### config.mk
export PLATFORM = sky130hd
export DESIGN_NAME = i2c_target_rx_flat
export DESIGN_NICKNAME = d
export VERILOG_FILES = /design/src/rtl/i2c_target_rx_if.sv /design/src/rtl/i2c_target_rx.sv /design/src/flat_wrapper.sv
export SDC_FILE = /design/constraint.sdc
export NUM_CORES = 1
export LEC_CHECK = 0
export CAP_MARGIN = 10
export CELL_PAD_IN_SITES_DETAIL_PLACEMENT = 0
export CELL_PAD_IN_SITES_GLOBAL_PLACEMENT = 1
export CORE_MARGIN = 5
export CORE_UTILIZATION = 35
export DETAILED_ROUTE_END_ITERATION = 10
export PLACE_DENSITY = 0.73
export SLEW_MARGIN = 15
export SYNTH_ARGS = -nofsm -noshare
export SYNTH_HDL_FRONTEND = slang
export SYNTH_SLANG_ARGS = --single-unit
export TNS_END_PERCENT = 50
### constraint.sdc
create_clock -name clk -period 4.4 [get_ports clk]
set_input_delay 0.88 -clock clk [delete_from_list [all_inputs] [get_ports clk]]
set_output_delay 0.88 -clock clk [all_outputs]
set_load 0.01 [all_outputs]
### src/rtl/i2c_target_rx_if.sv
// Pin-side and core-side signals of the I2C target receive path.
// The slave modport is the target; the master modport is the pins/core side.
interface i2c_target_rx_if;
    logic       scl_in;
    logic       sda_in;
    logic       sda_oe;
    logic [7:0] rx_data;
    logic       rx_valid;
    logic       rx_ready;
    logic       start_pulse;
    logic       stop_pulse;
    logic       busy;
    logic       overrun;

    modport slave (
        input  scl_in, sda_in, rx_ready,
        output sda_oe, rx_data, rx_valid, start_pulse, stop_pulse, busy, overrun
    );

    modport master (
        output scl_in, sda_in, rx_ready,
        input  sda_oe, rx_data, rx_valid, start_pulse, stop_pulse, busy, overrun
    );
endinterface

### src/rtl/i2c_target_rx.sv
// Write-only I2C target receive path.
// Pins are oversampled on clk; received bytes go to the core over valid/ready.
module i2c_target_rx #(
    parameter logic [6:0]  TARGET_ADDR = 7'h42,
    parameter int unsigned SYNC_STAGES = 2
) (
    input  logic            clk,
    input  logic            reset_n,
    i2c_target_rx_if.slave  bus
);

    typedef enum logic [2:0] {
        IDLE     = 3'd0,
        ADDR     = 3'd1,
        ADDR_ACK = 3'd2,
        DATA     = 3'd3,
        DATA_ACK = 3'd4,
        IGNORE   = 3'd5
    } state_t;

    logic [SYNC_STAGES-1:0] scl_sync, sda_sync;
    logic                   scl_h, sda_h;
    logic                   scl_s, sda_s;
    logic                   scl_rise, scl_fall, sda_rise, sda_fall;
    logic                   start_det, stop_det;

    state_t     state_q, state_d;
    logic [7:0] shift_q, shift_d;
    logic [2:0] bit_cnt_q, bit_cnt_d;
    logic       ack_phase_q, ack_phase_d;
    logic       ack_q, ack_d;
    logic       sda_oe_q, sda_oe_d;
    logic [7:0] rx_data_q, rx_data_d;
    logic       rx_valid_q, rx_valid_d;
    logic       busy_q, busy_d;
    logic       overrun_q, overrun_d;
    logic       start_pulse_q, stop_pulse_q;

    // Synchronizers and history flops preset to an idle (high) bus.
    always_ff @(posedge clk or negedge reset_n) begin
        if (!reset_n) begin
            scl_sync <= '1;
            sda_sync <= '1;
            scl_h    <= 1'b1;
            sda_h    <= 1'b1;
        end else begin
            scl_sync <= {scl_sync[SYNC_STAGES-2:0], bus.scl_in};
            sda_sync <= {sda_sync[SYNC_STAGES-2:0], bus.sda_in};
            scl_h    <= scl_s;
            sda_h    <= sda_s;
        end
    end

    assign scl_s    = scl_sync[SYNC_STAGES-1];
    assign sda_s    = sda_sync[SYNC_STAGES-1];
    assign scl_rise = scl_s & ~scl_h;
    assign scl_fall = ~scl_s & scl_h;
    assign sda_rise = sda_s & ~sda_h;
    assign sda_fall = ~sda_s & sda_h;

    // A simultaneous SCL edge masks the SDA edge: it is data movement, not a bus condition.
    assign start_det = sda_fall & scl_s & ~(scl_rise | scl_fall);
    assign stop_det  = sda_rise & scl_s & ~(scl_rise | scl_fall);

    always_ff @(posedge clk or negedge reset_n) begin
        if (!reset_n) begin
            state_q       <= IDLE;
            shift_q       <= 8'h00;
            bit_cnt_q     <= 3'd0;
            ack_phase_q   <= 1'b0;
            ack_q         <= 1'b0;
            sda_oe_q      <= 1'b0;
            rx_data_q     <= 8'h00;
            rx_valid_q    <= 1'b0;
            busy_q        <= 1'b0;
            overrun_q     <= 1'b0;
            start_pulse_q <= 1'b0;
            stop_pulse_q  <= 1'b0;
        end else begin
            state_q       <= state_d;
            shift_q       <= shift_d;
            bit_cnt_q     <= bit_cnt_d;
            ack_phase_q   <= ack_phase_d;
            ack_q         <= ack_d;
            sda_oe_q      <= sda_oe_d;
            rx_data_q     <= rx_data_d;
            rx_valid_q    <= rx_valid_d;
            busy_q        <= busy_d;
            overrun_q     <= overrun_d;
            start_pulse_q <= start_det;
            stop_pulse_q  <= stop_det;
        end
    end

    always_comb begin
        state_d     = state_q;
        shift_d     = shift_q;
        bit_cnt_d   = bit_cnt_q;
        ack_phase_d = ack_phase_q;
        ack_d       = ack_q;
        sda_oe_d    = sda_oe_q;
        rx_data_d   = rx_data_q;
        rx_valid_d  = rx_valid_q;
        busy_d      = busy_q;
        overrun_d   = overrun_q;

        // Acceptance is applied first so a same-cycle completing byte sees an empty slot.
        if (rx_valid_q && bus.rx_ready) begin
            rx_valid_d = 1'b0;
        end

        if (start_det) begin
            state_d     = ADDR;
            busy_d      = 1'b1;
            overrun_d   = 1'b0;
            sda_oe_d    = 1'b0;
            bit_cnt_d   = 3'd0;
            ack_phase_d = 1'b0;
        end else if (stop_det) begin
            state_d     = IDLE;
            busy_d      = 1'b0;
            sda_oe_d    = 1'b0;
            bit_cnt_d   = 3'd0;
            ack_phase_d = 1'b0;
        end else begin
            case (state_q)
                IDLE: ;
                ADDR, DATA: begin
                    if (scl_rise) begin
                        shift_d = {shift_q[6:0], sda_s};
                        if (bit_cnt_q == 3'd7) begin
                            bit_cnt_d   = 3'd0;
                            ack_phase_d = 1'b0;
                            if (state_q == ADDR) begin
                                ack_d   = 1'b1;
                                state_d = (shift_d[7:1] == TARGET_ADDR && !shift_d[0])
                                          ? ADDR_ACK : IGNORE;
                            end else begin
                                state_d = DATA_ACK;
                                if (rx_valid_q && !bus.rx_ready) begin
                                    overrun_d = 1'b1;
                                    ack_d     = 1'b0;
                                end else begin
                                    rx_data_d  = shift_d;
                                    rx_valid_d = 1'b1;
                                    ack_d      = 1'b1;
                                end
                            end
                        end else begin
                            bit_cnt_d = bit_cnt_q + 3'd1;
                        end
                    end
                end
                // First SCL fall opens the ACK slot, the second closes it.
                ADDR_ACK, DATA_ACK: begin
                    if (scl_fall) begin
                        if (!ack_phase_q) begin
                            ack_phase_d = 1'b1;
                            sda_oe_d    = ack_q;
                        end else begin
                            ack_phase_d = 1'b0;
                            sda_oe_d    = 1'b0;
                            state_d     = DATA;
                        end
                    end
                end
                IGNORE: begin
                    sda_oe_d = 1'b0;
                end
                default: begin
                    state_d  = IDLE;
                    sda_oe_d = 1'b0;
                end
            endcase
        end
    end

    assign bus.sda_oe      = sda_oe_q;
    assign bus.rx_data     = rx_data_q;
    assign bus.rx_valid    = rx_valid_q;
    assign bus.start_pulse = start_pulse_q;
    assign bus.stop_pulse  = stop_pulse_q;
    assign bus.busy        = busy_q;
    assign bus.overrun     = overrun_q;

endmodule

### src/flat_wrapper.sv
// flat-port wrapper written by rule: the top's interface ports become plain ports
module i2c_target_rx_flat 
#(
    parameter logic [6:0]  TARGET_ADDR = 7'h42,
    parameter int unsigned SYNC_STAGES = 2
)
  (clk, reset_n, bus_scl_in, bus_sda_in, bus_rx_ready, bus_sda_oe, bus_rx_data, bus_rx_valid, bus_start_pulse, bus_stop_pulse, bus_busy, bus_overrun);
  i2c_target_rx_if bus_i ();
  input  logic clk;
  input  logic reset_n;
  input wire logic [$bits(bus_i.scl_in)-1:0] bus_scl_in;
  input wire logic [$bits(bus_i.sda_in)-1:0] bus_sda_in;
  input wire logic [$bits(bus_i.rx_ready)-1:0] bus_rx_ready;
  output wire logic [$bits(bus_i.sda_oe)-1:0] bus_sda_oe;
  output wire logic [$bits(bus_i.rx_data)-1:0] bus_rx_data;
  output wire logic [$bits(bus_i.rx_valid)-1:0] bus_rx_valid;
  output wire logic [$bits(bus_i.start_pulse)-1:0] bus_start_pulse;
  output wire logic [$bits(bus_i.stop_pulse)-1:0] bus_stop_pulse;
  output wire logic [$bits(bus_i.busy)-1:0] bus_busy;
  output wire logic [$bits(bus_i.overrun)-1:0] bus_overrun;
  assign bus_i.scl_in = bus_scl_in;
  assign bus_i.sda_in = bus_sda_in;
  assign bus_i.rx_ready = bus_rx_ready;
  assign bus_sda_oe = bus_i.sda_oe;
  assign bus_rx_data = bus_i.rx_data;
  assign bus_rx_valid = bus_i.rx_valid;
  assign bus_start_pulse = bus_i.start_pulse;
  assign bus_stop_pulse = bus_i.stop_pulse;
  assign bus_busy = bus_i.busy;
  assign bus_overrun = bus_i.overrun;
  i2c_target_rx #(.TARGET_ADDR(TARGET_ADDR), .SYNC_STAGES(SYNC_STAGES)) u_core (.clk(clk), .reset_n(reset_n), .bus(bus_i));
endmodule
==> metrics <==
Die Y-Extent a little under 80 um; wire length of the first global-routing pass approximately 5 mm; row cnt 24; clock tree from TritonCTS built; buffers from clock root to sink, at most 2; status completed; Die X-Extent between 70 and 80 um; overflow left after global routing 0; total wirelength of the detailed-routed design roughly 2.9 mm; pin count of the biggest net entering global routing 36; netlist area before placement between 1500 and 2000 um^2; number of cells in the finished layout apart from fillers 199; Worst Path Arrival 2.61 ns; Clock Sinks 35; Mean Syn Cell Area 12.8 um^2; Setup Buffers After CTS 0; unrepaired setup endpoints after global routing false; Initial Util between 30% and 40%; source-to-sink clock delay at the later pin of the worst-skew pair ~0.29 ns; net count of the finished layout roughly 160; number of buffers created by CTS 5; routed vias around 1,000; cell breakdown of the critical path inv_1 -> ha_1 -> nand4b_1 -> inv_1 -> nor4_1 -> a41o_1 -> mux2_2; post-synth net total ~140; dominant cell type by count on the critical path sky130_fd_sc_hd__inv_1; cell total after placement between 150 and 200; flop and latch count out of synthesis 35; worst hold path class register to register; beginning of the critical path u_core.scl_h; iteration count of the initial detailed-routing pass 4; post-DR vias/cell between 5 and 6; num ports 19; number of setup violations in the final report 0; worst setup path category register to register; Yosys top cell area share 45.0%; area growth from synthesis to final layout 20.2%; Max stage delay on crit path 0.54 ns; initial antenna violation count 0; antenna cells 0; CTS H-tree depth 2; part of the Yosys area used for sequential elements a little over half; leading post-synthesis cells by cell area sky130_fd_sc_hd__dfrtp_1 (45%), sky130_fd_sc_hd__dfstp_2 (9.8%), sky130_fd_sc_hd__mux2_4 (7.4%); dominant synthesized flop cell sky130_fd_sc_hd__dfrtp_1; R2R Setup Slk slightly below 2 ns; remaining max-slew budget at the tightest pin 61.1%; Final Wtd Congestion 0.799; max_cap viols 0; proportion of layout cells with a drive suffix above 1 a little under a quarter; Total Routing Usage GR 10.5%; Synth warnings 0; maximum operating frequency between 400 and 500 MHz; Non-Filler Cell Area, Final roughly 1900 um^2; clock root buffer sky130_fd_sc_hd__clkbuf_8; Worst path slowest cell sky130_fd_sc_hd__nor4_1; dominant cell by count in the synthesized netlist sky130_fd_sc_hd__dfrtp_1; Post-Synthesis Cells roughly 130; max-slew violations 0; Core ar. 4410 um^2; ANT nets after route 0; slew at the pin with the worst max-slew slack between 0.5 and 0.6 ns; Setup Total Neg Slack 0 ns; Crit path required time roughly 4.6 ns; origin of the critical flop-to-flop path u_core.scl_h; total DRC errors in the routed layout 0; category of the worst setup path capture point register; clock-pin slew of the registers on the worst-case setup and hold paths roughly 0.070 ns; floorplan die area just over 6000 um^2; largest driver fanout on the critical path 4; number of global-route vias before repair roughly 1,000; worst IR drop on VDD between 0.15 and 0.2 mV; placed wire-length estimate after detailed placement 2.07 mm; sum of buffers and inverters on the critical path 2; fraction of the cycle the final worst path needs between 50% and 60%; end-of-flow core utilization 44.0%; asr flop ratio synth 100%; Post-synth EDFFs 0; final total power ~0.93 mW; detailed router's first-iteration violation count 61; Resized cells post-CTS 0; routed len/inst around 14 um; Post-Place Cell Area 1830 um^2; Synth cell types 41; number of buffers inserted by port buffering 18; launch point of the worst hold path u_core.scl_sync[0]; cell accounting for the most synthesized area sky130_fd_sc_hd__dfrtp_1; number of buffers inserted by hold repair at cts 0; Top Family by Delay on Critical Path simple AND/OR/NAND/NOR gates; leakage power just over 0.9 nW; Tmin final approximately 2.4 ns; Critical Path Start Type register; worst clock skew roughly 0.0090 ns; ratio of total power to cell area about 480 nW/um^2; top cell types by occurrence after synthesis sky130_fd_sc_hd__dfrtp_1 (29), sky130_fd_sc_hd__mux2_2 (8), sky130_fd_sc_hd__mux2_4 (8), sky130_fd_sc_hd__nand2_1 (7); Hold Fails Final Rpt 0
-- path summary, 6_finish.rpt --
| kind | end | cells past startpoint |
|---|---|---|
| hold reg to reg | u_core.scl_sync[1] | 0 |
| setup / recovery | u_core.state_q[0] | 7 |
| hold / removal | u_core.scl_sync[1] | 0 |
| min in group asynchronous | u_core.bus.rx_data[1] | 2 |
| setup reg to reg | u_core.state_q[0] | 7 |
| max in group asynchronous | u_core.scl_h | 2 |
-- per-layer routing --
metal | up-vias | global-route usage (%) | wire (um)
met5 | - | 0 | 0
met4 | 0 | 5.07 | 36
met3 | 3 | 4.05 | 124
met2 | 27 | 15.4 | 1350
met1 | 502 | 13.6 | 1370
li1 | 499 | - | -
-- metrics by stage --
step	hold WS (ns)	setup WS, ns
after global routing	0.359	1.86
final	0.356	1.96
after CTS	0.357	1.95
after floorplan	0.345	2.17
after detailed placement	0.347	1.79
after global placement	0.346	1.82
-- worst register-to-register path: stages (launching register included) --
cell and delay (ns):
sky130_fd_sc_hd__dfstp_2 0.53, sky130_fd_sc_hd__inv_1 0.05, sky130_fd_sc_hd__ha_1 0.33, sky130_fd_sc_hd__nand4b_1 0.20, sky130_fd_sc_hd__inv_1 0.12, sky130_fd_sc_hd__nor4_1 0.54
sky130_fd_sc_hd__a41o_1 0.21, sky130_fd_sc_hd__mux2_2 0.34
-- cell type report --
class                   count  area [um^2]
repair buffers             19          188
clock inverters             3         43.8
multi-input cells          81          677
inverters                   4         15.0
clock buffers               5         68.8
flip-flops and latches     35          883
fillers                   403         2470
well taps                  52         65.1
-- registers in the layout (all words and copies together) (netlist names), 2 cells and up --
signal and flops:
u_core.scl_sync 2, u_core.sda_sync 2, u_core.bus.rx_data 8, u_core.shift_q 7, u_core.bit_cnt_q 3, u_core.state_q 3
-- power breakdown --
part	internal (mW)	total, mW	switching, mW
clock	0.169	0.287	0.118
combinational	0.110	0.202	0.0916
sequential	0.377	0.444	0.0676
total	0.655	0.933	0.278
-- layout by cell type (no fill, tap or decap), types with 3 or more instances in the layout --
cell type	netlist	layout
sky130_fd_sc_hd__ha_1	5	5
sky130_fd_sc_hd__mux2_4	8	8
sky130_fd_sc_hd__clkbuf_8	0	5
sky130_fd_sc_hd__dfstp_2	6	6
sky130_fd_sc_hd__nor2_1	6	6
sky130_fd_sc_hd__mux2_2	8	8
sky130_fd_sc_hd__dfrtp_1	29	29
sky130_fd_sc_hd__mux2i_1	3	3
sky130_fd_sc_hd__nand3_1	4	4
sky130_fd_sc_hd__inv_1	4	4
sky130_fd_sc_hd__clkdlybuf4s50_1	0	18
sky130_fd_sc_hd__nand2_1	7	7
sky130_fd_sc_hd__o21ai_0	4	4
-- logic make-up (layout without fill, tap and decap cells) --
logic type / after synthesis / in the layout / synth area share, %
AOI/OAI and AO/OA: 18 / 18 / 8.61
xor gates and xnor gates: 2 / 2 / 1.09
adders and majority gates: 5 / 5 / 3.88
buffers and inverters: 10 / 31 / 3.33
DFF: 35 / 35 / 54.7
muxes: 19 / 19 / 14.9
and+or+nand+nor: 37 / 37 / 13.5
Power figures use the tool's default switching activity.
